File: src/rtl/ps2_keymap_rx.sv
// PS/2 keyboard receiver: pin conditioning, 11-bit deframer, and scan-code set 2
// decoder that tracks held state and press/release pulses for a table of keys.
module ps2_keymap_rx #(
  parameter int unsigned             NUM_KEYS       = 4,
  parameter logic [NUM_KEYS*9-1:0]   KEY_CODES      = {9'h075 | 9'h100, 9'h05A, 9'h01B, 9'h01D},
  parameter int unsigned             FILTER_LEN     = 8,
  parameter int unsigned             TIMEOUT_CYCLES = 200000
) (
  input  logic                clk,
  input  logic                rst_n,
  input  logic                ps2_clk,
  input  logic                ps2_dat,
  output logic                byte_valid,
  output logic [7:0]          byte_data,
  output logic                frame_err,
  output logic [NUM_KEYS-1:0] key_held,
  output logic [NUM_KEYS-1:0] key_down,
  output logic [NUM_KEYS-1:0] key_up
);

  localparam int unsigned    FW       = (FILTER_LEN > 1) ? $clog2(FILTER_LEN) : 1;
  localparam int unsigned    TW       = $clog2(TIMEOUT_CYCLES + 1);
  localparam logic [FW-1:0]  FLT_LAST = FW'(FILTER_LEN - 1);
  localparam logic [TW-1:0]  TMO_LAST = TW'(TIMEOUT_CYCLES - 1);

  typedef enum logic [1:0] {IDLE, DATA, PARITY, STOP} state_t;

  logic          clk_s1, clk_s2, dat_s1, dat_s2;
  logic          filt, strobe;
  logic [FW-1:0] fcnt;

  // The strobe fires on the same edge the filtered level drops, so it is already registered.
  always_ff @(posedge clk or negedge rst_n) begin
    if (!rst_n) begin
      clk_s1 <= 1'b1;
      clk_s2 <= 1'b1;
      dat_s1 <= 1'b1;
      dat_s2 <= 1'b1;
      filt   <= 1'b1;
      fcnt   <= '0;
      strobe <= 1'b0;
    end else begin
      clk_s1 <= ps2_clk;
      clk_s2 <= clk_s1;
      dat_s1 <= ps2_dat;
      dat_s2 <= dat_s1;
      strobe <= 1'b0;
      if (clk_s2 != filt) begin
        if (fcnt == FLT_LAST) begin
          filt   <= clk_s2;
          fcnt   <= '0;
          strobe <= ~clk_s2;
        end else begin
          fcnt <= fcnt + 1'b1;
        end
      end else begin
        fcnt <= '0;
      end
    end
  end

  state_t        state, state_n;
  logic [2:0]    bcnt, bcnt_n;
  logic [7:0]    shreg, shreg_n;
  logic          par, par_n;
  logic [TW-1:0] tmo, tmo_n;
  logic          valid_n, err_n;

  always_comb begin
    state_n = state;
    bcnt_n  = bcnt;
    shreg_n = shreg;
    par_n   = par;
    tmo_n   = tmo;
    valid_n = 1'b0;
    err_n   = 1'b0;
    if (state != IDLE) begin
      if (strobe) begin
        tmo_n = '0;
      end else if (tmo == TMO_LAST) begin
        state_n = IDLE;
        err_n   = 1'b1;
        tmo_n   = '0;
      end else begin
        tmo_n = tmo + 1'b1;
      end
    end
    if (strobe) begin
      case (state)
        IDLE: begin
          if (!dat_s2) begin
            state_n = DATA;
            bcnt_n  = '0;
            tmo_n   = '0;
          end
        end
        DATA: begin
          shreg_n = {dat_s2, shreg[7:1]};
          bcnt_n  = bcnt + 1'b1;
          if (bcnt == 3'd7) state_n = PARITY;
        end
        PARITY: begin
          par_n   = dat_s2;
          state_n = STOP;
        end
        STOP: begin
          if (dat_s2 && (^{shreg, par})) valid_n = 1'b1;
          else                           err_n   = 1'b1;
          state_n = IDLE;
        end
        default: state_n = IDLE;
      endcase
    end
  end

  always_ff @(posedge clk or negedge rst_n) begin
    if (!rst_n) begin
      state      <= IDLE;
      bcnt       <= '0;
      shreg      <= '0;
      par        <= 1'b0;
      tmo        <= '0;
      byte_valid <= 1'b0;
      byte_data  <= '0;
      frame_err  <= 1'b0;
    end else begin
      state      <= state_n;
      bcnt       <= bcnt_n;
      shreg      <= shreg_n;
      par        <= par_n;
      tmo        <= tmo_n;
      byte_valid <= valid_n;
      frame_err  <= err_n;
      if (valid_n) byte_data <= shreg;
    end
  end

  logic                ext, brk, is_code;
  logic [NUM_KEYS-1:0] match, down_n, up_n, held_n;

  always_comb begin
    match = '0;
    for (int unsigned i = 0; i < NUM_KEYS; i++)
      match[i] = (KEY_CODES[9*i +: 9] == {ext, byte_data});
    is_code = byte_valid && (byte_data != 8'hE0) && (byte_data != 8'hF0);
    down_n  = (is_code && !brk) ? (match & ~key_held) : '0;
    up_n    = (is_code &&  brk) ? (match &  key_held) : '0;
    held_n  = (key_held | down_n) & ~up_n;
  end

  always_ff @(posedge clk or negedge rst_n) begin
    if (!rst_n) begin
      ext      <= 1'b0;
      brk      <= 1'b0;
      key_held <= '0;
      key_down <= '0;
      key_up   <= '0;
    end else begin
      key_held <= held_n;
      key_down <= down_n;
      key_up   <= up_n;
      if (frame_err) begin
        ext <= 1'b0;
        brk <= 1'b0;
      end else if (byte_valid) begin
        if (byte_data == 8'hE0)      ext <= 1'b1;
        else if (byte_data == 8'hF0) brk <= 1'b1;
        else begin
          ext <= 1'b0;
          brk <= 1'b0;
        end
      end
    end
  end

endmodule
File: config.mk
export PLATFORM = sky130hd
export DESIGN_NAME = ps2_keymap_rx
export DESIGN_NICKNAME = d
export VERILOG_FILES = /design/src/rtl/ps2_keymap_rx.sv
export SDC_FILE = /design/constraint.sdc
export NUM_CORES = 1
export LEC_CHECK = 0
export CORE_MARGIN = 3
export CORE_UTILIZATION = 50
export CTS_CLUSTER_SIZE = 12
export DETAILED_ROUTE_END_ITERATION = 10
export DONT_BUFFER_PORTS = 1
export GPL_TIMING_DRIVEN = 0
export PLACE_DENSITY = 0.7
export SLEW_MARGIN = 20
export SYNTH_ARGS = -nofsm -noshare
export SYNTH_HDL_FRONTEND = slang
export SYNTH_SLANG_ARGS = --single-unit
File: constraint.sdc
create_clock -name clk -period 1.77 [get_ports clk]
set_clock_uncertainty 0.15 [all_clocks]
set_input_delay 0.177 -clock clk [delete_from_list [all_inputs] [get_ports clk]]
set_output_delay 0.177 -clock clk [all_outputs]
set_load 0.02 [all_outputs]
==> results of run 1 <==
-- worst min path at each step --
| stage | endpoint | depth (start not counted) |
|---|---|---|
| after global placement | key_held[3] | 0 |
| final | key_down[1] | 0 |
| after global routing | key_down[0] | 0 |
| after detailed placement | key_held[3] | 0 |
| after CTS | key_down[1] | 0 |
| after floorplan | bcnt[0] | 0 |
-- power groups by stage --
stage / Sequential [mW] / Combinational, mW / Clock [mW]
final: 1.57 / 0.134 / 1.24
after global routing: 1.57 / 0.150 / 1.35
after CTS: 1.57 / 0.111 / 1.27
after detailed placement: 1.60 / 0.0877 / 0
after global placement: 1.60 / 0.0807 / 0
after floorplan: 1.59 / 0.0693 / 0
-- cell usage in the layout, fill, tap and decap left out, types with 5 or more instances in the layout --
cell type	Yosys	routed
o21ai_2	0	6
a21oi_2	0	6
dfrtp_2	0	12
o31ai_1	6	6
nand4_1	6	6
o21ai_0	17	8
nor4_1	11	10
buf_4	0	31
dfrtp_1	60	48
inv_1	14	14
nand2_1	27	23
mux2_4	0	5
buf_6	2	9
mux2_2	16	11
clkbuf_8	0	11
dfstp_2	5	5
nor2_1	12	9
nand3_1	11	7
a31oi_1	13	10
nor3_1	7	5
-- metrics by stage --
stage | total power, mW | util | cell area (um^2) | hold slack [ns] | setup TNS (ns)
finish | 2.95 | 0.696 | 3930 | -0.626 | -6.42
global route | 3.08 | 0.696 | 3930 | -0.659 | -9.47
CTS | 2.94 | 0.637 | 3590 | -0.646 | -5.55
detailed placement | 1.69 | 0.564 | 3180 | -0.267 | -9.73
global placement | 1.68 | 0.564 | 3180 | -0.267 | -8.67
floorplan | 1.66 | - | 3090 | -0.269 | -2.87
-- worst max-delay path, cell delays in order (launching register included) --
cell and delay [ns]:
dfrtp_1 0.44, xnor2_2 0.21, xnor3_1 0.37, mux2i_2 0.27
nand2b_2 0.23, mux2_2 0.35
-- state kept, by name, indices dropped and copies added, names as in the netlist --
name        cells
tmo            18
brk             1
state           2
clk_s1          1
ext             1
shreg           8
byte_valid      1
byte_data       8
strobe          1
fcnt            3
key_down        4
filt            1
key_held        4
frame_err       1
dat_s1          1
par             1
bcnt            3
clk_s2          1
key_up          4
dat_s2          1
-- layout make-up --
type	instances	area share
inverters	14	0.0134
flip-flops and latches	65	0.420
repair buffers	40	0.0844
clock inverters	3	0.0102
multi-input cells	189	0.396
clock buffers	13	0.0379
well taps	72	0.0229
plain buffers	8	0.0156
-- routing by layer --
metal / vias up / track usage / part of all wire
li1: 1122 / - / -
met1: 1160 / 0.257 / 0.44
met2: 69 / 0.284 / 0.48
met3: 11 / 0.0754 / 0.065
met4: 0 / 0.0639 / 0.014
met5: - / 0 / 0
-- timing repair --
item                                    in CTS  in global routing
pin swaps                                    7                 17
endpoints found under the hold margin       67                 65
buffers inserted                            19                 18
resized for setup                           24                 48
endpoints found under the setup margin      51                 53
gates cloned                                 0                  3
-- logic make-up (layout without fill, tap and decap cells) --
| group | count (synthesis) | in the layout |
|---|---|---|
| AO/OA/AOI/OAI | 58 | 58 |
| multiplexers | 18 | 18 |
| adder cells (fa/ha/maj) | 5 | 5 |
| buffers and inverters | 23 | 78 |
| flip-flops | 65 | 65 |
| AND/OR/NAND/NOR | 100 | 101 |
| XOR/XNOR | 7 | 7 |
==> impl_metrics.toml, run 1 <==
[placed_design]
gp_congestion = 0.785
port_buffers = 0
post-dp-hpwl_mm = 3.82
place_ws_ns = -0.378
dp.cells = 348

[yosys]
ys_seq_area_frac = 0.546
synth-simple-area-share = 0.175
yosysMostFrequentCell = "dfrtp_1"
netlist_top_cells_area = "dfrtp_1, mux2_2, dfstp_2"
ys.flop_type = "dfrtp_1"
netlist.area_leader.share = 0.502
synth_top_family_by_area = "simple AND/OR/NAND/NOR gates"
synth_warnings = 0
ys_types = 45
postSynthAreaPerCell_um2 = 10.8
synth_area_leader_cell = "dfrtp_1"
async_flop_share = 1.00
synth_nets = 285
synth-edff-count = 0
synthAdderAreaFrac = 0.0209
ys_ff_latch = 65
synth_cells = 276
synthMuxAreaShare = 0.0670
ys_top_cells_by_count = "dfrtp_1, nand2_1, o21ai_0"
netlist_area_um2 = 2990
synth_compound_area_frac = 0.126
synth-xor-area-share = 0.0297

[floorplan]
die-area_um2 = 6940
fp.coreArea_um2 = 5640
fp-row-count = 27
dieWidth_um = 83.3
die_y_um = 83.3
start_util = 0.530
ios = 26

[cts]
numCtsBuffers = 9
clockBufferDepth = 2
cts-root-buf = "clkbuf_8"
path_clk_slew_ns = 0.07
htreeDepth = 3
cts_tree = "done"
clock_latency_ns = 0.35
hold_buffers = 2
clock-sinks = 65

[finish]
nets = 336
layout-drive-gt1-share = 0.413
multi_input_area_um2 = 1560
fillers = 375
final_cells = 404
syn_to_final_growth_pct = 31.4
antennaDiodeCount = 0
seqCellArea_um2 = 1650

[timing]
relSlewSlack = 0.667
holdWs_ns = -0.626
drv_slew = 0
fin_ws_ns = -0.356
period_minus_slack_ns = 2.13
fin_crit_sh = 1.20
finalSetupViolCount = 29
hold_viol = 65
rsz0062_at_grt = "true"
worstMarginPinSlew_ns = 0.496
timing.fmax_ghz = 0.470

[critical_path]
worstSetupStartpointType = "flop"
worstRegToRegCells = 5
cp.arrival_ns = 2.20
end_kind = "flop"
required_ns = 1.84
critPathMaxFanout = 4
rr_endpoint = "byte_data[7]"
timing.rr.start = "shreg[3]"
critPathCapture = "byte_data[7]"
timing_worst_setup_path_type = "flop to flop"
regToRegSetupSlack_ns = -0.36
cp-startpoint = "shreg[3]"

[power]
p_comb_frac = 0.045
sequentialPowerShare = 0.532
switching_share = 0.219
ir_drop_mv = 0.453
power_density_nw_per_um2 = 750
p_leak_nw = 1.76
p_switching_uw = 645
clkPwrFrac = 0.422
p_int_mw = 2.30

[global_route]
overflow = 0
first_global_vias = 2145
antenna_found_initial = 0
grt_max_degree = 66
grt_pass1_wl_mm = 10.6
grtUsageTotal = 0.192

[detailed_routing]
totalWireLength_mm = 7.02
vias = 2362
drc = 0
ant_nets = 0
wl_per_cell_um = 17.4
dr.first_iter.drc_count = 217
drt-pass1-iter-count = 4
vias_per_cell = 5.85

[worst_hold_path]
worstHoldPathType = "primary input to asynchronous set/reset pin"

[run]
maxCapViolCount = 0

[outcome]
violations = "hold timing, setup timing"
status = "complete, but fails checks"
No activity file was read; power rests on OpenSTA's default activity.
==> run 2, diff against run 1 <==
--- a/config.mk
+++ b/config.mk
@@ -12,6 +12,8 @@
 export DONT_BUFFER_PORTS = 1
 export GPL_TIMING_DRIVEN = 0
 export PLACE_DENSITY = 0.7
+export REMOVE_ABC_BUFFERS = 1
+export SKIP_LAST_GASP = 1
 export SLEW_MARGIN = 20
 export SYNTH_ARGS = -nofsm -noshare
 export SYNTH_HDL_FRONTEND = slang
==> impl_metrics.toml, run 2 (synthesis gave the netlist of run 1 again) <==
[critical_path]
cp.arrival_ns = 2.23
cpPeakStageDelay_ns = 0.47
timing_worst_setup_path_type = "flop to flop"
timing.rr.start = "tmo[12]"
required_ns = 1.85
rr_endpoint = "tmo[12]"
worstRegToRegCells = 7
critPathSlowestCell = "dfrtp_1"
worstSetupStartpointType = "flop"
regToRegSetupSlack_ns = -0.37
critPathMaxFanout = 4
cp_cell_sequence = "nor4b_4 -> nand4_1 -> buf_6 -> o31ai_4 -> buf_4 -> o21ai_1 -> a21o_1"
end_kind = "flop"

[cts]
hold_buffers = 2
numCtsBuffers = 9
path_clk_slew_ns = 0.08
cts-root-buf = "clkbuf_8"
clock-sinks = 65
htreeDepth = 3
clock_latency_ns = 0.36
clockBufferDepth = 2
cts_tree = "done"

[global_route]
grt_pass1_wl_mm = 11.5
antenna_found_initial = 0
grt_max_degree = 66
grtUsageTotal = 0.208
first_global_vias = 2429
overflow = 0

[floorplan]
start_util = 0.530
fp-row-count = 27
die_y_um = 83.3
die-area_um2 = 6940
fp.coreArea_um2 = 5640
dieWidth_um = 83.3
ios = 26

[power]
p_comb_frac = 0.040
p_leak_nw = 1.68
ir_drop_mv = 0.595
p_int_mw = 2.33
power_density_nw_per_um2 = 775
clkPwrFrac = 0.439
sequentialPowerShare = 0.521
switching_share = 0.226
p_switching_uw = 681
total_power_mw = 3.01

[placed_design]
port_buffers = 0
dp.cells = 339
postPlaceCellArea_um2 = 3040
gp_congestion = 0.737
post-dp-hpwl_mm = 3.65
place_ws_ns = -0.551

[detailed_routing]
wl_per_cell_um = 18.6
totalWireLength_mm = 7.27
vias_per_cell = 6.16
ant_nets = 0
drc = 0
dr.first_iter.drc_count = 273
vias = 2414
drt-pass1-iter-count = 4

[timing]
worstMarginPinSlew_ns = 0.689
rsz0062_at_grt = "true"
timing.fmax_ghz = 0.467
hold_viol = 65
period_minus_slack_ns = 2.14
relSlewSlack = 0.540
finalSetupViolCount = 30
drv_slew = 0
fin_ws_ns = -0.373
fin_crit_sh = 1.21
tns_ns = -7.37
holdWs_ns = -0.645

[finish]
nets = 324
utilization = 0.689
layout_common_cells = "dfrtp_1, nand2_1, buf_4, mux2_2"
fin_area_um2 = 3890
antennaDiodeCount = 0
final_common_cell = "dfrtp_1"
final_cells = 392
largest_reg_flops = 18
top_register = "tmo"
top_regs = "tmo x18, byte_data x8, shreg x8"
syn_to_final_growth_pct = 30.1
layout-drive-gt1-share = 0.406

[outcome]
violations = "hold timing, setup timing"
status = "complete, but fails checks"

[worst_hold_path]
worstHoldPathType = "primary input to asynchronous set/reset pin"

[run]
maxCapViolCount = 0
-- run 2: changes by cell type in the layout (fill, tap and decap cells not counted), sizes merged --
cell | previous run | this run
buf | 41 | 31
o31a | 1 | 4
clkbuf | 18 | 12
clkinvlp | 0 | 3
clkinv | 2 | 0
-- run 2: layout make-up --
type	count	area, um^2
Multi-Input combinational cell	192	1590
Clock inverter	4	52.6
Sequential cell	65	1650
Timing Repair Buffer	33	298
Inverter	14	52.6
Fill cell	369	1750
Tap cell	72	90.1
Clock buffer	12	155
-- run 2: worst max-delay path, delay by kind of cell, from the launching register on --
kind,cells,cell delay (ns)
AOI/OAI and AO/OA,3,0.61
buffers and inverters,2,0.34
DFF,1,0.47
and+or+nand+nor,2,0.46
-- run 2: routing by layer --
metal / vias up / track usage / wire, um
met5: - / 0 / 0
met4: 0 / 0.107 / 228
met3: 31 / 0.0635 / 443
met2: 92 / 0.330 / 3590
met1: 1193 / 0.254 / 3010
li1: 1098 / - / -
-- run 2: worst max-delay path by stage --
stage	slack, ns	start	cells past startpoint	endpoint
5_1_grt	-0.48	tmo[9]	7	tmo[12]
3_5_place_dp	-0.55	tmo[0]	6	tmo[3]
3_3_place_gp	-0.76	strobe	4	tmo[2]
6_report	-0.37	tmo[12]	7	tmo[12]
4_1_cts	-0.27	shreg[3]	5	byte_data[6]
2_1_floorplan	-0.30	byte_data[0]	5	brk
-- run 2: power groups by stage --
stage	combinational [mW]	sequential (mW)	clock (mW)
final	0.120	1.57	1.32
after global routing	0.140	1.58	1.41
after CTS	0.106	1.57	1.33
after detailed placement	0.0803	1.60	0
after global placement	0.0760	1.60	0
after floorplan	0.0649	1.59	0
-- run 2: what timing repair did --
action | in CTS | in global routing
setup endpoints to repair | 53 | 50
pin swaps | 19 | 20
buffers inserted | 22 | 9
resized for setup | 48 | 42
gates cloned | 4 | 0
hold endpoints to repair | 67 | 65
==> run 3, diff against run 2 <==
--- a/config.mk
+++ b/config.mk
@@ -5,12 +5,15 @@
 export SDC_FILE = /design/constraint.sdc
 export NUM_CORES = 1
 export LEC_CHECK = 0
+export ABC_CLOCK_PERIOD_IN_PS = 1770
 export CORE_MARGIN = 3
 export CORE_UTILIZATION = 50
 export CTS_CLUSTER_SIZE = 12
 export DETAILED_ROUTE_END_ITERATION = 10
 export DONT_BUFFER_PORTS = 1
 export GPL_TIMING_DRIVEN = 0
+export HOLD_SLACK_MARGIN = 0.15
+export MAX_ROUTING_LAYER = met4
 export PLACE_DENSITY = 0.7
 export REMOVE_ABC_BUFFERS = 1
 export SKIP_LAST_GASP = 1
==> impl_metrics.toml, run 3 (synthesis gave the netlist of run 1 again) <==
[outcome]
status = "complete, but fails checks"
violations = "hold timing, setup timing"

[critical_path]
critPathSlowestCell = "dfrtp_2"
cpPeakStageDelay_ns = 0.46
timing_worst_setup_path_type = "flop to flop"
worstSetupStartpointType = "flop"
cp.arrival_ns = 2.17
end_kind = "flop"
cp_cell_sequence = "nor4b_4 -> nand4_1 -> buf_6 -> o31ai_4 -> buf_4 -> o21ai_2 -> a21o_1"
critPathMaxFanout = 5
required_ns = 1.86

[floorplan]
die-area_um2 = 6940
ios = 26
die_y_um = 83.3
start_util = 0.530
fp.coreArea_um2 = 5640
dieWidth_um = 83.3
fp-row-count = 27

[timing]
rsz0062_at_grt = "true"
fin_ws_ns = -0.311
timing.fmax_ghz = 0.481
hold_viol = 65
fin_crit_sh = 1.18
period_minus_slack_ns = 2.08
tns_ns = -6.54
relSlewSlack = 0.727
holdWs_ns = -0.641
worstMarginPinSlew_ns = 0.407
drv_slew = 0
finalSetupViolCount = 29

[power]
p_leak_nw = 1.68
total_power_mw = 3.00
ir_drop_mv = 0.616
power_density_nw_per_um2 = 771

[global_route]
first_global_vias = 2425
grtUsageTotal = 0.214
antenna_found_initial = 0
grt_pass1_wl_mm = 11.6
overflow = 0
grt_max_degree = 66

[detailed_routing]
totalWireLength_mm = 7.13
ant_nets = 0
wl_per_cell_um = 18.2
vias = 2404
drc = 0
drt-pass1-iter-count = 5
vias_per_cell = 6.13
dr.first_iter.drc_count = 216

[cts]
numCtsBuffers = 9
htreeDepth = 3
clock_latency_ns = 0.35
hold_buffers = 2
clock-sinks = 65
clockBufferDepth = 2
path_clk_slew_ns = 0.08
cts-root-buf = "clkbuf_8"
cts_tree = "done"

[finish]
fin_area_um2 = 3890
utilization = 0.689
layout-drive-gt1-share = 0.406
top_register = "tmo"
final_common_cell = "dfrtp_1"
largest_reg_flops = 18
antennaDiodeCount = 0
layout_common_cells = "dfrtp_1, nand2_1, buf_4, mux2_2, dfrtp_2"
final_cells = 392
top_regs = "tmo x18, byte_data x8, shreg x8"
syn_to_final_growth_pct = 30.1
nets = 324

[placed_design]
place_ws_ns = -0.551
post-dp-hpwl_mm = 3.65
dp.cells = 339
gp_congestion = 0.746
port_buffers = 0
postPlaceCellArea_um2 = 3040

[run]
maxCapViolCount = 0

[worst_hold_path]
worstHoldPathType = "primary input to asynchronous set/reset pin"
-- run 3: changes by cell type in the layout (fill, tap and decap cells not counted) --
cell     change
dfrtp_1      -1
o21ai_4      +1
o21ai_1      +1
dfrtp_2      +1
o21ai_2      -2
buf_6        -1
buf_4        +1
-- run 3: where the power goes --
group	leakage (nW)	switching [mW]	internal, mW
logic	0.722	0.0554	0.0625
clock network	0.0948	0.585	0.727
registers	0.863	0.0289	1.54
total	1.68	0.669	2.33
-- run 3: per-layer routing --
layer,part of all wire,up-vias,track usage,wire length (um)
li1,-,1101,-,-
met1,0.42,1197,0.252,2970
met2,0.50,79,0.334,3570
met3,0.054,27,0.0625,383
met4,0.028,0,0.107,200
met5,0,-,-,0
-- run 3: repair_timing --
action                                  CTS  global route
pin swaps                                19            18
endpoints found under the setup margin   53            50
resized for setup                        48            42
setup buffers                            22             9
cloned                                    4             0
hold endpoints to repair                 67            65
-- run 3: layout make-up --
| cell class | instances | area [um^2] |
|---|---|---|
| clock inverter | 4 | 52.6 |
| timing repair buffer | 33 | 294 |
| sequential | 65 | 1650 |
| tap | 72 | 90.1 |
| fill | 362 | 1750 |
| multi-input combinational | 192 | 1590 |
| clock buffer | 12 | 155 |
| inverter | 14 | 52.6 |
-- run 3: critical path, delay by kind of cell, from the launching register on --
family,cells,cell delay (ns)
simple gates,2,0.44
flops,1,0.46
buf+inv,2,0.34
compound gates,3,0.58
-- run 3: worst paths after layout --
| kind | startpoint | endpoint | slack, ns | cells past startpoint |
|---|---|---|---|---|
| setup / recovery | tmo[12] | tmo[9] | -0.31 | 7 |
| hold / removal | rst_n | key_down[2] | -0.64 | 0 |
| setup reg to reg | tmo[12] | tmo[9] | -0.31 | 7 |
| hold reg to reg | dat_s1 | dat_s2 | 0.21 | 0 |
| max in group asynchronous | rst_n | dat_s2 | 1.90 | 0 |
| min in group clk | dat_s1 | dat_s2 | 0.21 | 0 |
